## config.mk

```make
export PLATFORM = sky130hd
export DESIGN_NAME = console_writer
export DESIGN_NICKNAME = d
export VERILOG_FILES = /design/src/rtl/console_writer.sv
export SDC_FILE = /design/constraint.sdc
export NUM_CORES = 1
export LEC_CHECK = 0
export ABC_CLOCK_PERIOD_IN_PS = 2900
export CAP_MARGIN = 10
export CORE_AREA = 2 2 105 107
export DETAILED_ROUTE_END_ITERATION = 8
export DIE_AREA = 0 0 107 109
export PLACE_DENSITY = 0.76
export SLEW_MARGIN = 20
export SYNTH_ARGS = -nofsm -noshare
export SYNTH_HDL_FRONTEND = slang
export SYNTH_SLANG_ARGS = --single-unit
```

## constraint.sdc

```tcl
create_clock -name clk -period 2.9 [get_ports clk]
set_input_delay 0.87 -clock clk [delete_from_list [all_inputs] [get_ports clk]]
set_output_delay 0.87 -clock clk [all_outputs]
set_load 0.005 [all_outputs]
```

## src/rtl/console_writer.sv

```systemverilog
// Text-mode console writer: turns an ASCII byte stream into {attr,char} text-memory writes.
// Optional visible cursor enabled by defining CONSOLE_CURSOR_EN.
module console_writer #(
    parameter int         COLS = 80,
    parameter int         ROWS = 30,
    parameter logic [7:0] ATTR = 8'h07
) (
    input  logic        clk,
    input  logic        reset,
    input  logic        in_valid,
    input  logic [7:0]  in_data,
    output logic        in_ready,
    output logic [11:0] waddr,
    output logic [15:0] wdata,
    output logic        we
);

    localparam logic [11:0] COLS_W      = 12'(COLS);
    localparam logic [11:0] COLS_M1     = 12'(COLS - 1);
    localparam logic [11:0] ROWS_M1     = 12'(ROWS - 1);
    localparam logic [11:0] SCREEN_LAST = 12'(COLS * ROWS - 1);
    localparam logic [15:0] BLANK       = {ATTR, 8'h20};
    localparam logic [15:0] CURS        = {ATTR, 8'h5F};

    typedef enum logic [2:0] {IDLE, PUT, CLEAR, CURSOR, RESTORE} state_t;

    state_t      state_q, state_d;
    logic [11:0] col_q, col_d;
    logic [11:0] row_q, row_d;
    logic [11:0] base_q, base_d;
    logic [11:0] waddr_q, waddr_d;
    logic [15:0] wdata_q, wdata_d;
    logic        we_q, we_d;
    logic        in_ready_q, in_ready_d;
    logic [11:0] clr_last_q, clr_last_d;
    logic        restore_to_clr_q, restore_to_clr_d;

    logic [11:0] next_row_s;
    logic [11:0] next_base_s;
    logic [11:0] cur_addr_s;

    // Row advance with wrap to the top of the screen; base tracks row*COLS by addition only.
    always_comb begin
        cur_addr_s = base_q + col_q;
        if (row_q == ROWS_M1) begin
            next_row_s  = 12'd0;
            next_base_s = 12'd0;
        end else begin
            next_row_s  = row_q + 12'd1;
            next_base_s = base_q + COLS_W;
        end
    end

    // Next-state and next-output computation for the writer FSM.
    always_comb begin
        state_d          = state_q;
        col_d            = col_q;
        row_d            = row_q;
        base_d           = base_q;
        waddr_d          = waddr_q;
        wdata_d          = wdata_q;
        we_d             = 1'b0;
        clr_last_d       = clr_last_q;
        restore_to_clr_d = restore_to_clr_q;

        case (state_q)
            IDLE: begin
                if (in_valid && in_ready_q) begin
                    if ((in_data >= 8'h20) && (in_data <= 8'h7E)) begin
                        state_d = PUT;
                        we_d    = 1'b1;
                        waddr_d = cur_addr_s;
                        wdata_d = {ATTR, in_data};
                    end else if (in_data == 8'h0A) begin
                        col_d      = 12'd0;
                        row_d      = next_row_s;
                        base_d     = next_base_s;
                        clr_last_d = next_base_s + COLS_M1;
                        we_d       = 1'b1;
                        wdata_d    = BLANK;
`ifdef CONSOLE_CURSOR_EN
                        state_d          = RESTORE;
                        waddr_d          = cur_addr_s;
                        restore_to_clr_d = 1'b1;
`else
                        state_d          = CLEAR;
                        waddr_d          = next_base_s;
`endif
                    end else if ((in_data == 8'h0D) || (in_data == 8'h08)) begin
                        if (in_data == 8'h0D) begin
                            col_d = 12'd0;
                        end else if (col_q != 12'd0) begin
                            col_d = col_q - 12'd1;
                        end else begin
                            col_d = col_q;
                        end
`ifdef CONSOLE_CURSOR_EN
                        we_d = 1'b1;
                        // The old cell only needs repainting if the cursor actually leaves it.
                        if (col_d != col_q) begin
                            state_d          = RESTORE;
                            waddr_d          = cur_addr_s;
                            wdata_d          = BLANK;
                            restore_to_clr_d = 1'b0;
                        end else begin
                            state_d = CURSOR;
                            waddr_d = base_q + col_d;
                            wdata_d = CURS;
                        end
`endif
                    end else if (in_data == 8'h0C) begin
                        col_d      = 12'd0;
                        row_d      = 12'd0;
                        base_d     = 12'd0;
                        clr_last_d = SCREEN_LAST;
                        state_d    = CLEAR;
                        we_d       = 1'b1;
                        waddr_d    = 12'd0;
                        wdata_d    = BLANK;
                    end else begin
                        state_d = IDLE;
                    end
                end else begin
                    state_d = IDLE;
                end
            end
            PUT: begin
                if (col_q == COLS_M1) begin
                    col_d      = 12'd0;
                    row_d      = next_row_s;
                    base_d     = next_base_s;
                    clr_last_d = next_base_s + COLS_M1;
                    state_d    = CLEAR;
                    we_d       = 1'b1;
                    waddr_d    = next_base_s;
                    wdata_d    = BLANK;
                end else begin
                    col_d = col_q + 12'd1;
`ifdef CONSOLE_CURSOR_EN
                    state_d = CURSOR;
                    we_d    = 1'b1;
                    waddr_d = cur_addr_s + 12'd1;
                    wdata_d = CURS;
`else
                    state_d = IDLE;
`endif
                end
            end
            CLEAR: begin
                // After reset CLEAR is entered with we low; the first cycle only raises it.
                if (!we_q) begin
                    we_d = 1'b1;
                end else if (waddr_q == clr_last_q) begin
`ifdef CONSOLE_CURSOR_EN
                    state_d = CURSOR;
                    we_d    = 1'b1;
                    waddr_d = cur_addr_s;
                    wdata_d = CURS;
`else
                    state_d = IDLE;
`endif
                end else begin
                    we_d    = 1'b1;
                    waddr_d = waddr_q + 12'd1;
                end
            end
            CURSOR: begin
                state_d = IDLE;
            end
            RESTORE: begin
                we_d = 1'b1;
                if (restore_to_clr_q) begin
                    state_d = CLEAR;
                    waddr_d = base_q;
                    wdata_d = BLANK;
                end else begin
                    state_d = CURSOR;
                    waddr_d = cur_addr_s;
                    wdata_d = CURS;
                end
            end
            default: begin
                state_d = IDLE;
            end
        endcase

        in_ready_d = (state_d == IDLE);
    end

    // State and registered outputs; reset arms a full-screen clear starting at address 0.
    always_ff @(posedge clk) begin
        if (reset) begin
            state_q          <= CLEAR;
            col_q            <= 12'd0;
            row_q            <= 12'd0;
            base_q           <= 12'd0;
            waddr_q          <= 12'd0;
            wdata_q          <= BLANK;
            we_q             <= 1'b0;
            in_ready_q       <= 1'b0;
            clr_last_q       <= SCREEN_LAST;
            restore_to_clr_q <= 1'b0;
        end else begin
            state_q          <= state_d;
            col_q            <= col_d;
            row_q            <= row_d;
            base_q           <= base_d;
            waddr_q          <= waddr_d;
            wdata_q          <= wdata_d;
            we_q             <= we_d;
            in_ready_q       <= in_ready_d;
            clr_last_q       <= clr_last_d;
            restore_to_clr_q <= restore_to_clr_d;
        end
    end

    assign in_ready = in_ready_q;
    assign waddr    = waddr_q;
    assign wdata    = wdata_q;
    assign we       = we_q;

endmodule

```

# == Word-level counts from Yosys, hierarchy flattened ==
# Index checks and enable logic that the tools add are counted.
# classes
n_reduce_logical,13
magnitude_cmp,2
add_sub_neg,7
mux,59
eq_ne,21
# ops
cell,n
2-to-1 mux 12 bit,29
2-to-1 mux 16 bit,6
case mux 12 bit (2 select lines),4
case mux 12 bit (4 select lines),1
case mux 16 bit (3 select lines),1
adder 12 x 1 -> 12 bit (second input constant),3
equality test 8 x 4 -> 1 bit (second input constant),4
adder 12 x 7 -> 12 bit (second input constant),2
2-to-1 mux 3 bit,6
adder 12 bit,1
equality test 12 bit,1
equality test 12 x 5 -> 1 bit (second input constant),1
equality test 12 x 7 -> 1 bit (second input constant),1
inequality test 4 bit (second input constant),3
case mux 3 bit (4 select lines),1
nonzero test 12 bit,1
subtractor 12 x 1 -> 12 bit (second input constant),1
inequality test 2 bit (second input constant),5
AND reduction 5 bit,2
greater-or-equal comparator 8 x 6 -> 1 bit (second input constant),1
less-or-equal comparator 8 x 7 -> 1 bit (second input constant),1
2-to-1 mux 1 bit,8
AND reduction 7 bit,1
zero test 3 bit,2
other kinds (13),16
# totals
ff_bits,81
output_inout_bits,30
inputBits,11

# == Logic depth before layout (Yosys ltp) ==
# logic_depth
word_depth,8
ltp_mapped,14

# == Least setup slack after synthesis ==
# Ideal clock, no wire load.
# synth_timing
path_type,register to register
start,register row_q[0]
end,register clr_last_q[10]
path_slack_ns,-0.235
stages_incl_launch_ff,14
required_time_ns,2.783
arrival_ns,3.017
cell_sequence,dfxtp_1 -> ha_1 -> or4b_2 -> or3_1 -> clkbuf_1 -> clkbuf_1 -> clkbuf_1 -> nand2_1 -> ha_1 -> a21oi_1 -> a31o_2 -> nand4_1 -> xor2_1 -> a32o_1
# synth_via
elab_chain_len,7
# synth_lines
element,line,source
"start, declared",29,"logic [11:0] row_q, row_d;"
"start signal, assigned",206,row_q <= row_d;
equality test 12 x 5 -> 1 bit *,45,if (row_q == ROWS_M1) begin
2-to-1 mux 12 bit *,45,
adder 12 x 7 -> 12 bit *,"78, 132",
2-to-1 mux 12 bit,74,end else if (in_data == 8'h0A) begin
2-to-1 mux 12 bit,69,if ((in_data >= 8'h20) && (in_data <= 8'h7E)) begin
2-to-1 mux 12 bit,68,if (in_valid && in_ready_q) begin
case mux 12 bit (2 select lines) *,66,case (state_q)
"end signal, assigned",212,clr_last_q <= clr_last_d;
"end, declared",35,"logic [11:0] clr_last_q, clr_last_d;"
# Every way passes the cells marked *; elsewhere a longest branch is shown, timed or not. The select of a mux whose other input is x is not followed.
# A chain may end at the register's enable or synchronous reset.

# == Final worst setup path ==
# layout_timing
start,input port in_data[1]
end,register clr_last_q[4]
# layout_via
elab_chain_len,5
# layout_lines
element,line,source
"start, declared",11,"input logic [7:0] in_data,"
"parallel branches: the longest is 5 deep, another holds greater-or-equal comparator 8 x 6 -> 1 bit",--,
# Parallel ways; which one is timed is not known. The select of a mux whose other input is x is not followed.

==> metrics <==
proportion of synthesized chip area in sequential cells 0.2641; worst slack on hold paths 472.2 ps; post-route ant nets 0; global-route wire length before repair 27,520 um; footprint of the multi-input gates 3751 um^2; endpoint type of the worst setup path flip-flop; number of placement rows 38; most common flop cell mapped by yosys sky130_fd_sc_hd__dfxtp_1; synthesis-stage register bit count 73; fin cells 939; Cell Pwr Density about 340 nW/um^2; antenna violations before repair 0; wire length reported by the detailed router approximately 17,000 um; global route overflow 0; setup repair after global routing missed its margin true; fraction of the cycle the final worst path needs 0.9759; Avg Cell Area, Syn around 8 um^2; share of async-settable or async-resettable flops after synthesis 0; count of input and output buffers 32; cell type with the highest aggregate area in the netlist sky130_fd_sc_hd__dfxtp_1; sequential cell area in the final layout between 1000 and 1500 um^2; Setup TNS Final 0 ps; pin count of the biggest net entering global routing 44; critical path start-end classification in -> reg; growth of design area from synthesis to finish 19.44%; # IOs 41; smallest setup slack after layout 69.92 ps; first-pass iteration count of the detailed router 5; met2 Usage GRT 0.4800; total power after layout 2.238 mW; met1 demand-to-capacity share in global routing 0.4023; critical path required time 3170 ps; average vias per placed instance slightly above 6; routed length per placed instance 18.16 um; pre-CTS setup slack -674.1 ps; net count of the finished layout 826; tightest slew margin relative to the limit 0.4497; via count approximately 5,800; data arrival at the endpoint of the critical path 3100 ps; starting density of the core 0.5219; Max-Cap Viols 0; GR met3 Demand/Resource 0.04363; Design Area, Final 6610 um^2; Final Hold Vio Count 0; Total GRT Usage 0.3024; endpoints failing setup 0; die span in x 107 um; clock-pin slew on the worst setup and hold paths 80 ps; number of design rule violations left after detail routing 0; actual transition at the worst max-transition pin 825.4 ps; top-area cell type share of the netlist area 0.2641; clock buffer depth 2; number of warnings printed during yosys synthesis 0; most common cell in the netlist sky130_fd_sc_hd__dfxtp_1; routability-driven placement congestion ratio 1.008; post-layout utilization of the core 0.6234; total half-perimeter wirelength after legalization and detailed placement around 13,000 um; number of clock buffers inserted by TritonCTS 9; total count of max-transition violations in the final report 0; largest voltage drop on the vdd net 0.0002519 V; area of the core 10,600 um^2; layer with the highest usage after global routing met2; worst hold-check path type reg -> reg; Worst setup SP type primary input; CTS sink count 73; maximum clock frequency 353.3 MHz; Worst Path Max Fanout 13; number of flops mapped to enable cells by yosys 0; via count of the first global-routing pass 5,394; CTS hold repair buffers 0; most frequent cells after synthesis 73 x sky130_fd_sc_hd__dfxtp_1, 63 x sky130_fd_sc_hd__nor2_1, 61 x sky130_fd_sc_hd__nand2_1; Post-Synthesis Cell Area around 5500 um^2; worst clock skew between 9 and 10 ps; H-tree lvl count 3; DRC violation total after the first TritonRoute iteration between 500 and 600; placed cell area 6324 um^2; worst-skew pair later-pin latency 370 ps; result of the run complete, no violations; leakage component of the power 2.541 nW; Die Height 109 um; instance count after placement with tap cells included 918; share of post-route cells with drive strength above 1 0.1840; time the worst path needs with I/O delays and setup 2830 ps; clock tree from TritonCTS built; number of instances in the synthesized netlist 712; Clk Tree Root Cell sky130_fd_sc_hd__clkbuf_8; count of inserted antenna diode cells 0; number of cells on the worst hold path 1; fill cell instance count of the final layout 973; ranking of synthesized cells by area sky130_fd_sc_hd__dfxtp_1 26%, sky130_fd_sc_hd__a21oi_1 5.2%, sky130_fd_sc_hd__xor2_1 4.7%; Die Footprint 11,660 um^2; synth unique cells a little under 80; Worst R2R Path Depth 9
per-layer routing:
metal	up-vias	share of wire
met2	245	0.46
met1	2706	0.45
met5	-	0
met4	0	0.033
li1	2796	-
met3	38	0.063
report_power, final:
part | internal (mW) | switching, mW | leakage [nW] | total [mW]
logic | 0.186 | 0.211 | 1.85 | 0.397
clock network | 0.392 | 0.391 | 0.0961 | 0.783
registers | 1.03 | 0.0295 | 0.592 | 1.06
total | 1.61 | 0.631 | 2.54 | 2.24
flip-flops by register name, indices dropped and copies added (netlist names), 3 cells and up:
signal      count
base_q         12
clr_last_q     12
col_q          12
row_q          12
state_q         3
waddr          12
wdata           8
layout by cell type (no fill, tap or decap), drive strengths merged, types with 5 or more instances in the layout:
cell type and n:
buf 95, dfxtp 73, nor2 63, nand2 61
a21oi 58, xor2 30, nor3 28, clkdlybuf4s50 27
o21ai 26, nand3 24, nand4 23, xnor2 23
or3 21, ha 19, inv 16, and3 12
nor2b 10, a311oi 10, and2 10, clkbuf 10
a211oi 10, nor4 10, o21bai 9, conb 9
a32o 8, a31oi 7, o22ai 7, o2bb2ai 6
a22oi 6, nor3b 6, o21a 5, or2 5
or4 5
final cells by class:
type / count / area share
tap: 140 / 0.02650
multi-input combinational: 573 / 0.5675
clock buffer: 10 / 0.01931
inverter: 16 / 0.009086
sequential: 73 / 0.2213
clock inverter: 5 / 0.008707
timing repair buffer: 122 / 0.1476
worst max-delay path, stage by stage:
cell and delay, ps:
sky130_fd_sc_hd__clkdlybuf4s50_1 470, sky130_fd_sc_hd__buf_4 160, sky130_fd_sc_hd__and4_2 240, sky130_fd_sc_hd__a21oi_1 90, sky130_fd_sc_hd__o21ai_1 430, sky130_fd_sc_hd__nand2_2 250
sky130_fd_sc_hd__or3_1 400, sky130_fd_sc_hd__a21o_1 180
repair_timing:
item                       in CTS  in global routing
buffers inserted                6                  0
setup endpoints to repair      53                 27
cloned                          0                  0
gates resized for setup        25                  7
pin swaps                       6                  7
final timing paths:
kind	from	to	slack, ps
min	wdata[7]	wdata[7]	470
max reg2reg	row_q[1]	waddr[9]	140
max	in_data[1]	clr_last_q[4]	70
min reg2reg	wdata[7]	wdata[7]	470
cells by family after synthesis:
| kind of cell | Yosys count | share of synthesized area |
|---|---|---|
| simple gates | 291 | 0.2729 |
| xor+xnor | 53 | 0.08388 |
| other cells | 2 | 0.001357 |
| flops | 73 | 0.2641 |
| fa+ha+maj | 21 | 0.04838 |
| buf+inv | 73 | 0.07732 |
| mux | 2 | 0.003618 |
| compound gates | 197 | 0.2485 |
Power figures use the tool's default switching activity.
